==> src/rtl/imm_arbiter_if.sv <==
// Handshake bundle between two instruction requesters, the shared immediate
// generator and the result consumer of imm_arbiter.
interface imm_arbiter_if #(
    parameter int W = 32
);
    logic         req0_valid;
    logic [W-1:0] req0_instr;
    logic         req0_ready;
    logic         req1_valid;
    logic [W-1:0] req1_instr;
    logic         req1_ready;
    logic [W-1:0] gen_instr;
    logic [W-1:0] gen_imm;
    logic         out_valid;
    logic [W-1:0] out_imm;
    logic         out_src;
    logic         out_err;
    logic         out_ready;

    modport master (
        output req0_valid, req0_instr, req1_valid, req1_instr, gen_imm, out_ready,
        input  req0_ready, req1_ready, gen_instr, out_valid, out_imm, out_src, out_err
    );

    modport slave (
        input  req0_valid, req0_instr, req1_valid, req1_instr, gen_imm, out_ready,
        output req0_ready, req1_ready, gen_instr, out_valid, out_imm, out_src, out_err
    );
endinterface

==> src/rtl/imm_arbiter.sv <==
// Round-robin arbiter sharing one immediate generator between two requesters,
// with a registered result held until the consumer takes it.
module imm_arbiter #(
    parameter int W     = 32,
    parameter int CNT_W = 8
) (
    input  logic             clk,
    input  logic             rst,
    imm_arbiter_if.slave     bus,
    output logic             busy,
    output logic [CNT_W-1:0] grant_cnt0,
    output logic [CNT_W-1:0] grant_cnt1
);
    typedef enum logic [1:0] {
        IDLE  = 2'd0,
        ISSUE = 2'd1,
        DONE  = 2'd2
    } state_t;

    state_t       state_q;
    state_t       state_d;
    logic [W-1:0] instr_q;
    logic         src_q;
    logic         last_grant;
    logic         grant0;
    logic         grant1;
    logic [W-1:0] out_imm_q;
    logic         out_src_q;
    logic         out_err_q;

    // Grants only happen in IDLE; a tie goes to whoever was not granted last.
    always_comb begin
        state_d = state_q;
        grant0  = 1'b0;
        grant1  = 1'b0;
        unique case (state_q)
            IDLE: begin
                if (bus.req0_valid && (!bus.req1_valid || last_grant)) begin
                    grant0 = 1'b1;
                end else if (bus.req1_valid) begin
                    grant1 = 1'b1;
                end
                if (bus.req0_valid || bus.req1_valid) begin
                    state_d = ISSUE;
                end
            end
            ISSUE: state_d = DONE;
            DONE: begin
                if (bus.out_ready) begin
                    state_d = IDLE;
                end
            end
            default: state_d = IDLE;
        endcase
    end

    always_ff @(posedge clk) begin
        if (rst) begin
            state_q    <= IDLE;
            instr_q    <= '0;
            src_q      <= 1'b0;
            last_grant <= 1'b1;
            out_imm_q  <= '0;
            out_src_q  <= 1'b0;
            out_err_q  <= 1'b0;
            grant_cnt0 <= '0;
            grant_cnt1 <= '0;
        end else begin
            state_q <= state_d;
            if (grant0) begin
                instr_q    <= bus.req0_instr;
                src_q      <= 1'b0;
                last_grant <= 1'b0;
                if (grant_cnt0 != {CNT_W{1'b1}}) begin
                    grant_cnt0 <= grant_cnt0 + 1'b1;
                end
            end else if (grant1) begin
                instr_q    <= bus.req1_instr;
                src_q      <= 1'b1;
                last_grant <= 1'b1;
                if (grant_cnt1 != {CNT_W{1'b1}}) begin
                    grant_cnt1 <= grant_cnt1 + 1'b1;
                end
            end
            if (state_q == ISSUE) begin
                out_imm_q <= bus.gen_imm;
                out_src_q <= src_q;
                out_err_q <= (instr_q[1:0] != 2'b11);
            end
        end
    end

    // Reset masks the combinational grants so nothing is accepted mid-reset.
    assign bus.req0_ready = grant0 && !rst;
    assign bus.req1_ready = grant1 && !rst;
    assign bus.gen_instr  = instr_q;
    assign bus.out_valid  = (state_q == DONE);
    assign bus.out_imm    = out_imm_q;
    assign bus.out_src    = out_src_q;
    assign bus.out_err    = out_err_q;
    assign busy           = (state_q != IDLE) && !rst;
endmodule

==> src/flat_wrapper.sv <==
// flat-port wrapper written by rule: the top's interface ports become plain ports
module imm_arbiter_flat 
#(
    parameter int W     = 32,
    parameter int CNT_W = 8
)
  (clk, rst, busy, grant_cnt0, grant_cnt1, bus_req0_valid, bus_req0_instr, bus_req1_valid, bus_req1_instr, bus_gen_imm, bus_out_ready, bus_req0_ready, bus_req1_ready, bus_gen_instr, bus_out_valid, bus_out_imm, bus_out_src, bus_out_err);
  imm_arbiter_if #(.W(W)) bus_i ();
  input  logic clk;
  input  logic rst;
  output logic busy;
  output logic [CNT_W-1:0] grant_cnt0;
  output logic [CNT_W-1:0] grant_cnt1;
  input wire logic [$bits(bus_i.req0_valid)-1:0] bus_req0_valid;
  input wire logic [$bits(bus_i.req0_instr)-1:0] bus_req0_instr;
  input wire logic [$bits(bus_i.req1_valid)-1:0] bus_req1_valid;
  input wire logic [$bits(bus_i.req1_instr)-1:0] bus_req1_instr;
  input wire logic [$bits(bus_i.gen_imm)-1:0] bus_gen_imm;
  input wire logic [$bits(bus_i.out_ready)-1:0] bus_out_ready;
  output wire logic [$bits(bus_i.req0_ready)-1:0] bus_req0_ready;
  output wire logic [$bits(bus_i.req1_ready)-1:0] bus_req1_ready;
  output wire logic [$bits(bus_i.gen_instr)-1:0] bus_gen_instr;
  output wire logic [$bits(bus_i.out_valid)-1:0] bus_out_valid;
  output wire logic [$bits(bus_i.out_imm)-1:0] bus_out_imm;
  output wire logic [$bits(bus_i.out_src)-1:0] bus_out_src;
  output wire logic [$bits(bus_i.out_err)-1:0] bus_out_err;
  assign bus_i.req0_valid = bus_req0_valid;
  assign bus_i.req0_instr = bus_req0_instr;
  assign bus_i.req1_valid = bus_req1_valid;
  assign bus_i.req1_instr = bus_req1_instr;
  assign bus_i.gen_imm = bus_gen_imm;
  assign bus_i.out_ready = bus_out_ready;
  assign bus_req0_ready = bus_i.req0_ready;
  assign bus_req1_ready = bus_i.req1_ready;
  assign bus_gen_instr = bus_i.gen_instr;
  assign bus_out_valid = bus_i.out_valid;
  assign bus_out_imm = bus_i.out_imm;
  assign bus_out_src = bus_i.out_src;
  assign bus_out_err = bus_i.out_err;
  imm_arbiter #(.W(W), .CNT_W(CNT_W)) u_core (.clk(clk), .rst(rst), .bus(bus_i), .busy(busy), .grant_cnt0(grant_cnt0), .grant_cnt1(grant_cnt1));
endmodule
==> config.mk <==
export PLATFORM = sky130hd
export DESIGN_NAME = imm_arbiter_flat
export DESIGN_NICKNAME = d
export VERILOG_FILES = /design/src/rtl/imm_arbiter_if.sv /design/src/rtl/imm_arbiter.sv /design/src/flat_wrapper.sv
export SDC_FILE = /design/constraint.sdc
export NUM_CORES = 1
export LEC_CHECK = 0
export CORE_ASPECT_RATIO = 0.7
export CORE_MARGIN = 4
export CORE_UTILIZATION = 41
export CTS_CLUSTER_SIZE = 20
export DETAILED_ROUTE_END_ITERATION = 6
export PLACE_DENSITY = 0.94
export SLEW_MARGIN = 10
export SYNTH_ARGS = -nofsm -noshare
export SYNTH_HDL_FRONTEND = slang
export SYNTH_SLANG_ARGS = --single-unit
==> constraint.sdc <==
create_clock -name clk -period 4.07 [get_ports clk]
set_input_delay 0.814 -clock clk [delete_from_list [all_inputs] [get_ports clk]]
set_output_delay 0.814 -clock clk [all_outputs]
set_load 0.02 [all_outputs]
==> impl_metrics.env <==
export IMPL_status="finished clean"
export IMPL_setup_viol=0
export IMPL_holdBufCountCts=0
export IMPL_worstMarginPinSlew_ns=1.143
export IMPL_final_setup_tns_ns=0
export IMPL_synth_top_family_by_area="simple AND/OR/NAND/NOR gates"
export IMPL_antenna_found_initial=0
export IMPL_place_congestion=0.8340
export IMPL_endpoint_kind="output pin"
export IMPL_ys_seq_area_share_pct=49.37
export IMPL_overflow=0
export IMPL_hold_path_class="flip-flop to flip-flop"
export IMPL_syn_nets=543
export IMPL_final_cell_mix="clkdlybuf4s50_1, nand2_1, dfxtp_1, a21oi_1, nor2_1"
export IMPL_synthAdderAreaFrac_pct=0.7176
export IMPL_post_cts_resized=0
export IMPL_dieArea_um2=10070
export IMPL_die_height_um=85.16
export IMPL_drt_total_wl_um=10980
export IMPL_areaGrowthSynthToFinish_pct=63.98
export IMPL_clk_latency_ns=0.32
export IMPL_die_width_um=118.2
export IMPL_arrival_ns=2.69
export IMPL_syn_inst=440
export IMPL_cts_sinks=86
export IMPL_synth_area_um2=3487
export IMPL_rsz0062_at_grt="no"
export IMPL_p_per_area_nw_per_um2=418.4
export IMPL_ant_nets=0
export IMPL_hpwl_um=8305
export IMPL_core_area_um2=8074
export IMPL_ir_drop_mv=0.1980
export IMPL_final_util_pct=70.82
export IMPL_start_util_pct=43.19
export IMPL_slew_viol_final=0
export IMPL_cp_start_kind="input port"
export IMPL_dr_pass1_iters=4
export IMPL_grt_pass1_wl_um=17310
export IMPL_yosys_most_used_dff="dfxtp_1"
export IMPL_power_leakage_uw=0.002084
export IMPL_cts_made_buffers=9
export IMPL_grt_max_degree=44
export IMPL_grtUsageTotal_pct=20.89
export IMPL_final_common_cell="clkdlybuf4s50_1"
export IMPL_crit_fanout=18
export IMPL_drive_gt1_share_pct=4.397
export IMPL_fin_crit_sh_pct=86.16
export IMPL_placed_area_um2=5381
export IMPL_cts_tree="done"
export IMPL_drc=0
export IMPL_drt_wirelength_per_cell_um=15.36
export IMPL_final_hold_viol_count=0
export IMPL_num_rows=27
export IMPL_synth_xor_area_share_pct=0.5023
export IMPL_p_total_uw=2392
export IMPL_fin_crit_ns=3.507
export IMPL_insertedDiodeCount=0
export IMPL_path_class="input port to output pin"
export IMPL_fmax_mhz=285.2
export IMPL_viasPerCell=5.248
export IMPL_slew_headroom_pct=23.82
export IMPL_cts_buffer_depth=2
export IMPL_dr_total_vias=3752
export IMPL_postCtsSetupBuffers=0
export IMPL_clk_pin_slew_ns=0.06
export IMPL_syn_area_per_cell_um2=7.925
export IMPL_ys_ff_latch=86
export IMPL_final_nets=712
export IMPL_io_buffers=186
export IMPL_yosysUniqueCellTypes=33
export IMPL_maxCapViolCount=0
export IMPL_cp_required_ns=3.26
export IMPL_root_buffer="clkbuf_16"
export IMPL_synthArstFlopShare_pct=0
export IMPL_io_pins=187
export IMPL_synthSimpleGateAreaFrac_pct=26.05
export IMPL_synth_mux_area_share_pct=0.2870
export IMPL_synth_compound_area_share_pct=18.91
export IMPL_fin_area_um2=5718
export IMPL_finalClockSkew_ns=0.003774
export IMPL_drt_iter0_markers=255
export IMPL_synth_edff_count=0
export IMPL_synth_warning_count=0
export IMPL_grt_pass1_vias=3595
export IMPL_h_tree_depth=3
-- registers in the layout, indices dropped and copies added, names as in the netlist --
name and flops:
u_core.grant_cnt0 8, u_core.bus.out_err 1, u_core.bus.out_imm 32, u_core.bus.gen_instr 32
u_core.src_q 1, u_core.bus.out_src 1, u_core.grant_cnt1 8, u_core.last_grant 1
u_core.state_q 2
-- metrics by stage --
stage | hold slack (ns) | setup WS, ns | std cells
floorplan | 0.4321 | 1.423 | 440
global placement | 0.4435 | 0.6044 | 699
detailed placement | 0.4463 | 0.5728 | 699
CTS | 0.4551 | 0.5723 | 715
global route | 0.4673 | 0.5262 | 715
finish | 0.4548 | 0.5633 | 715
-- worst paths after layout --
path,startpoint,endpoint,slack (ns),depth (start not counted)
max reg2reg,u_core.state_q[1],u_core.bus.gen_instr[26],1.94,5
min reg2reg,u_core.bus.out_imm[3],u_core.bus.out_imm[3],0.45,2
max,bus_req1_valid,bus_req1_ready,0.56,5
min,u_core.bus.out_imm[3],u_core.bus.out_imm[3],0.45,2
-- Yosys cell counts, types with 4 or more instances --
cell type	instances	share of area [%]
a21oi_1	47	6.7
a311oi_1	33	8.3
buf_2	5	0.72
clkbuf_1	26	2.8
dfxtp_1	86	49
inv_1	4	0.43
nand2_1	136	15
nand3_1	7	1.0
nor2_1	43	4.6
o21ai_0	5	0.72
o31ai_1	5	1.1
or4_1	8	1.7
-- critical path, cell delays in order --
cell,delay (ns)
clkdlybuf4s50_1,0.51
or3b_4,0.40
a21o_4,0.26
nor2_1,0.10
clkdlybuf4s50_1,0.61
-- metal layers --
layer  wire length [um]  up-vias  track usage [%]
met5                  0        -                0
met4                185        0            6.596
met3               1065       20            8.394
met2               5264      179            36.24
met1               4464     1698            23.74
li1                   -     1855                -
-- layout make-up --
cell class | instances | area, um^2
multi-input cells | 317 | 1629
fillers | 609 | 2356
well taps | 101 | 126.4
clock inverters | 6 | 92.59
clock buffers | 10 | 239.0
inverters | 4 | 15.01
flip-flops and latches | 86 | 1722
repair buffers | 191 | 1894
-- power by group --
part           internal (uW)  switching (uW)  total [uW]
combinational            271             283         554
clock                    558             322         881
sequential               914            43.7         957
-- cell families after synthesis --
group / Yosys count
xor gates and xnor gates: 2
and+or+nand+nor: 214
AOI/OAI and AO/OA: 98
DFF: 86
muxes: 1
buffers and inverters: 37
adders and majority gates: 2
No activity file was read; power rests on OpenSTA's default activity.
==> RTL change: new RTL, same flow settings <==
Register the output `grant_cnt1` once more, cleared by the reset; this adds one clock of latency there. The other outputs are not delayed to match.
--- a/src/rtl/imm_arbiter.sv
+++ b/src/rtl/imm_arbiter.sv
@@ -18,2 +18,4 @@
     } state_t;
+
+    logic [CNT_W-1:0] grant_cnt1_s0;
 
@@ -66,3 +68,3 @@
             grant_cnt0 <= '0;
-            grant_cnt1 <= '0;
+            grant_cnt1_s0 <= '0;
         end else begin
@@ -80,4 +82,4 @@
                 last_grant <= 1'b1;
-                if (grant_cnt1 != {CNT_W{1'b1}}) begin
-                    grant_cnt1 <= grant_cnt1 + 1'b1;
+                if (grant_cnt1_s0 != {CNT_W{1'b1}}) begin
+                    grant_cnt1_s0 <= grant_cnt1_s0 + 1'b1;
                 end
@@ -101,2 +103,10 @@
     assign busy           = (state_q != IDLE) && !rst;
+    always_ff @(posedge clk) begin
+        if (rst) begin
+            grant_cnt1 <= '0;
+        end else begin
+            grant_cnt1 <= grant_cnt1_s0;
+        end
+    end
+
 endmodule
Check against the original RTL: not equivalent (a bounded check fails within 4 cycles, from zero or initial values and one cycle with rst high).
==> RTL change against the original RTL <==
Sequential cell count increased by 8. Wire length increased by 13%. Global-route usage decreased by 0.18 points. Final area increased by 9.5%. Final cell count increased by 5.9%. Power increased by 5.3%. Synthesized area increased by 17%. Setup slack got worse by 0.29 ns.
==> RTL change: results (changes against the original RTL) <==
[logic_synthesis]
yosys.cell_types.count = 42  ; +27%
yosys-top-cells-count = 94 x sky130_fd_sc_hd__dfxtp_1, 83 x sky130_fd_sc_hd__nor2_1, 72 x sky130_fd_sc_hd__nand2_1
yosysSeqAreaShare_pct = 46.1  ; -3.3 points
avg_cell_area_syn_um2 = 8.94  ; +13%
synth_warnings = 0  ; unchanged
syn-num-nets = 560  ; +3.1%
yosys-top-cells-area = sky130_fd_sc_hd__dfxtp_1 46%, sky130_fd_sc_hd__nor4_2 9.2%, sky130_fd_sc_hd__nor2_1 7.6%, sky130_fd_sc_hd__nor3_2 7.4%, sky130_fd_sc_hd__nand2_1 6.6%

[power]
leakagePower_nw = 2.24  ; +7.4%
power.switching_fraction_pct = 29.3  ; +2.2 points
max-vdd-ir-drop_uv = 239  ; +21%

[worst_setup_path]
r2r_cells = 4  ; -1
data_arrival_time_of_the_critical_path_ns = 2.98  ; +0.29 ns
timing.critical_path.slowest_stage_cell = sky130_fd_sc_hd__clkdlybuf4s50_1
regToRegSetupSlack_ns = 1.87  ; -0.07 ns
worst_setup_path_startpoint = bus_req1_valid
worst_path_dominant_cell_family = buffers and inverters
worstReg2RegEnd = u_core.bus.gen_instr[0]
crit_end = bus_req1_ready
critPathMaxFanout = 5  ; -13
critPathMaxStageDelay_ns = 0.64  ; +0.03 ns

[finish]
drive_gt1_share_pct = 14.0  ; +9.6 points
net_count_of_the_finished_layout = 727  ; +2.1%
insertedDiodeCount = 0  ; unchanged

[cts]
clock_latency_ns = 0.33
cts.reportedPaths.clkPinSlew_ns = 0.07
max-clock-path-buffers = 2  ; unchanged
h_tree_levels = 3  ; unchanged
postCtsSetupRepairBufs = 0  ; unchanged

[detailed_routing]
drt-initial-drc-count = 274  ; +7.5%
wirelength_mm = 12.5  ; +13%
routed-via-count = 3922  ; +4.5%
post_dr_wirelength_cell_um = 16.4  ; +7.1%

[sta]
skew_ns = 0.00725  ; +0.00347 ns
timing.fmax_ghz = 0.263  ; -7.6%
tightest_slew_ns = 1.17  ; +0.0307 ns

[place]
detailed_place.area_um2 = 5950  ; +11%
placement.setup.worst_slack_ns = 0.292  ; -0.280 ns
numPlacedInstances = 741  ; +6.0%
detailed_place_hpwl_mm = 9.11  ; +9.7%
gp_congestion = 0.842  ; +0.97%

[global_route]
global_route_wire_length_before_repair_mm = 19.6  ; +13%
grt_util_all_layers_pct = 20.7  ; -0.18 points
grt_start_max_net_pins = 60  ; +36%

[status]
outcome = complete, no violations

[hold_path]
whs_path_depth = 2  ; unchanged
holdCritPathClass = flop to flop

[RTL change: changes by cell type in the layout (fill, tap and decap cells not counted), sizes merged, moves of 27 or more]
cell    delta
nand2     -64
nor2      +41
nor3      +38
nor4      +33
a311oi    -27
[RTL change: final cells by class]
cell class	instances	area [µm²]
fill	753	3460
multi-input combinational	326	2010
inverter	3	11.3
tap	128	160
clock inverter	6	66.3
clock buffer	10	239
timing repair buffer	190	1890
sequential	94	1880
[RTL change: power by group through the flow]
stage / sequential [mW] / clock [mW] / combinational (mW)
6_report: 1.04 / 0.860 / 0.623
5_1_grt: 1.04 / 0.915 / 0.665
4_1_cts: 1.03 / 0.880 / 0.627
3_5_place_dp: 1.06 / 0 / 0.625
3_3_place_gp: 1.05 / 0 / 0.605
2_1_floorplan: 1.13 / 0 / 0.266
[RTL change: logic make-up (layout without fill, tap and decap cells)]
group	after synthesis	in the layout	synth area share, %
simple gates	257	257	38.0
flops	94	94	46.1
mux	3	3	0.796
xor+xnor	1	1	0.214
buf+inv	37	209	5.02
fa+ha+maj	2	2	0.612
compound gates	63	63	9.25
[RTL change: metal layers]
layer / vias up / part of all wire (%) / track usage [%]
met1: 1870 / 40 / 23.8
met2: 130 / 51 / 37.2
met4: 0 / 2.2 / 7.14
met5: - / 0 / 0
li1: 1897 / - / -
met3: 25 / 6.9 / 5.11
[RTL change: how the worst min path moves through the flow]
stage	from	endpoint	slack [ns]
after floorplan	u_core.src_q	u_core.bus.out_src	0.43
after global placement	u_core.bus.out_imm[26]	u_core.bus.out_imm[26]	0.44
after detailed placement	u_core.src_q	u_core.bus.out_src	0.45
after CTS	u_core.bus.out_imm[26]	u_core.bus.out_imm[26]	0.46
after global routing	u_core.src_q	u_core.src_q	0.48
final	u_core.bus.out_imm[26]	u_core.bus.out_imm[26]	0.46
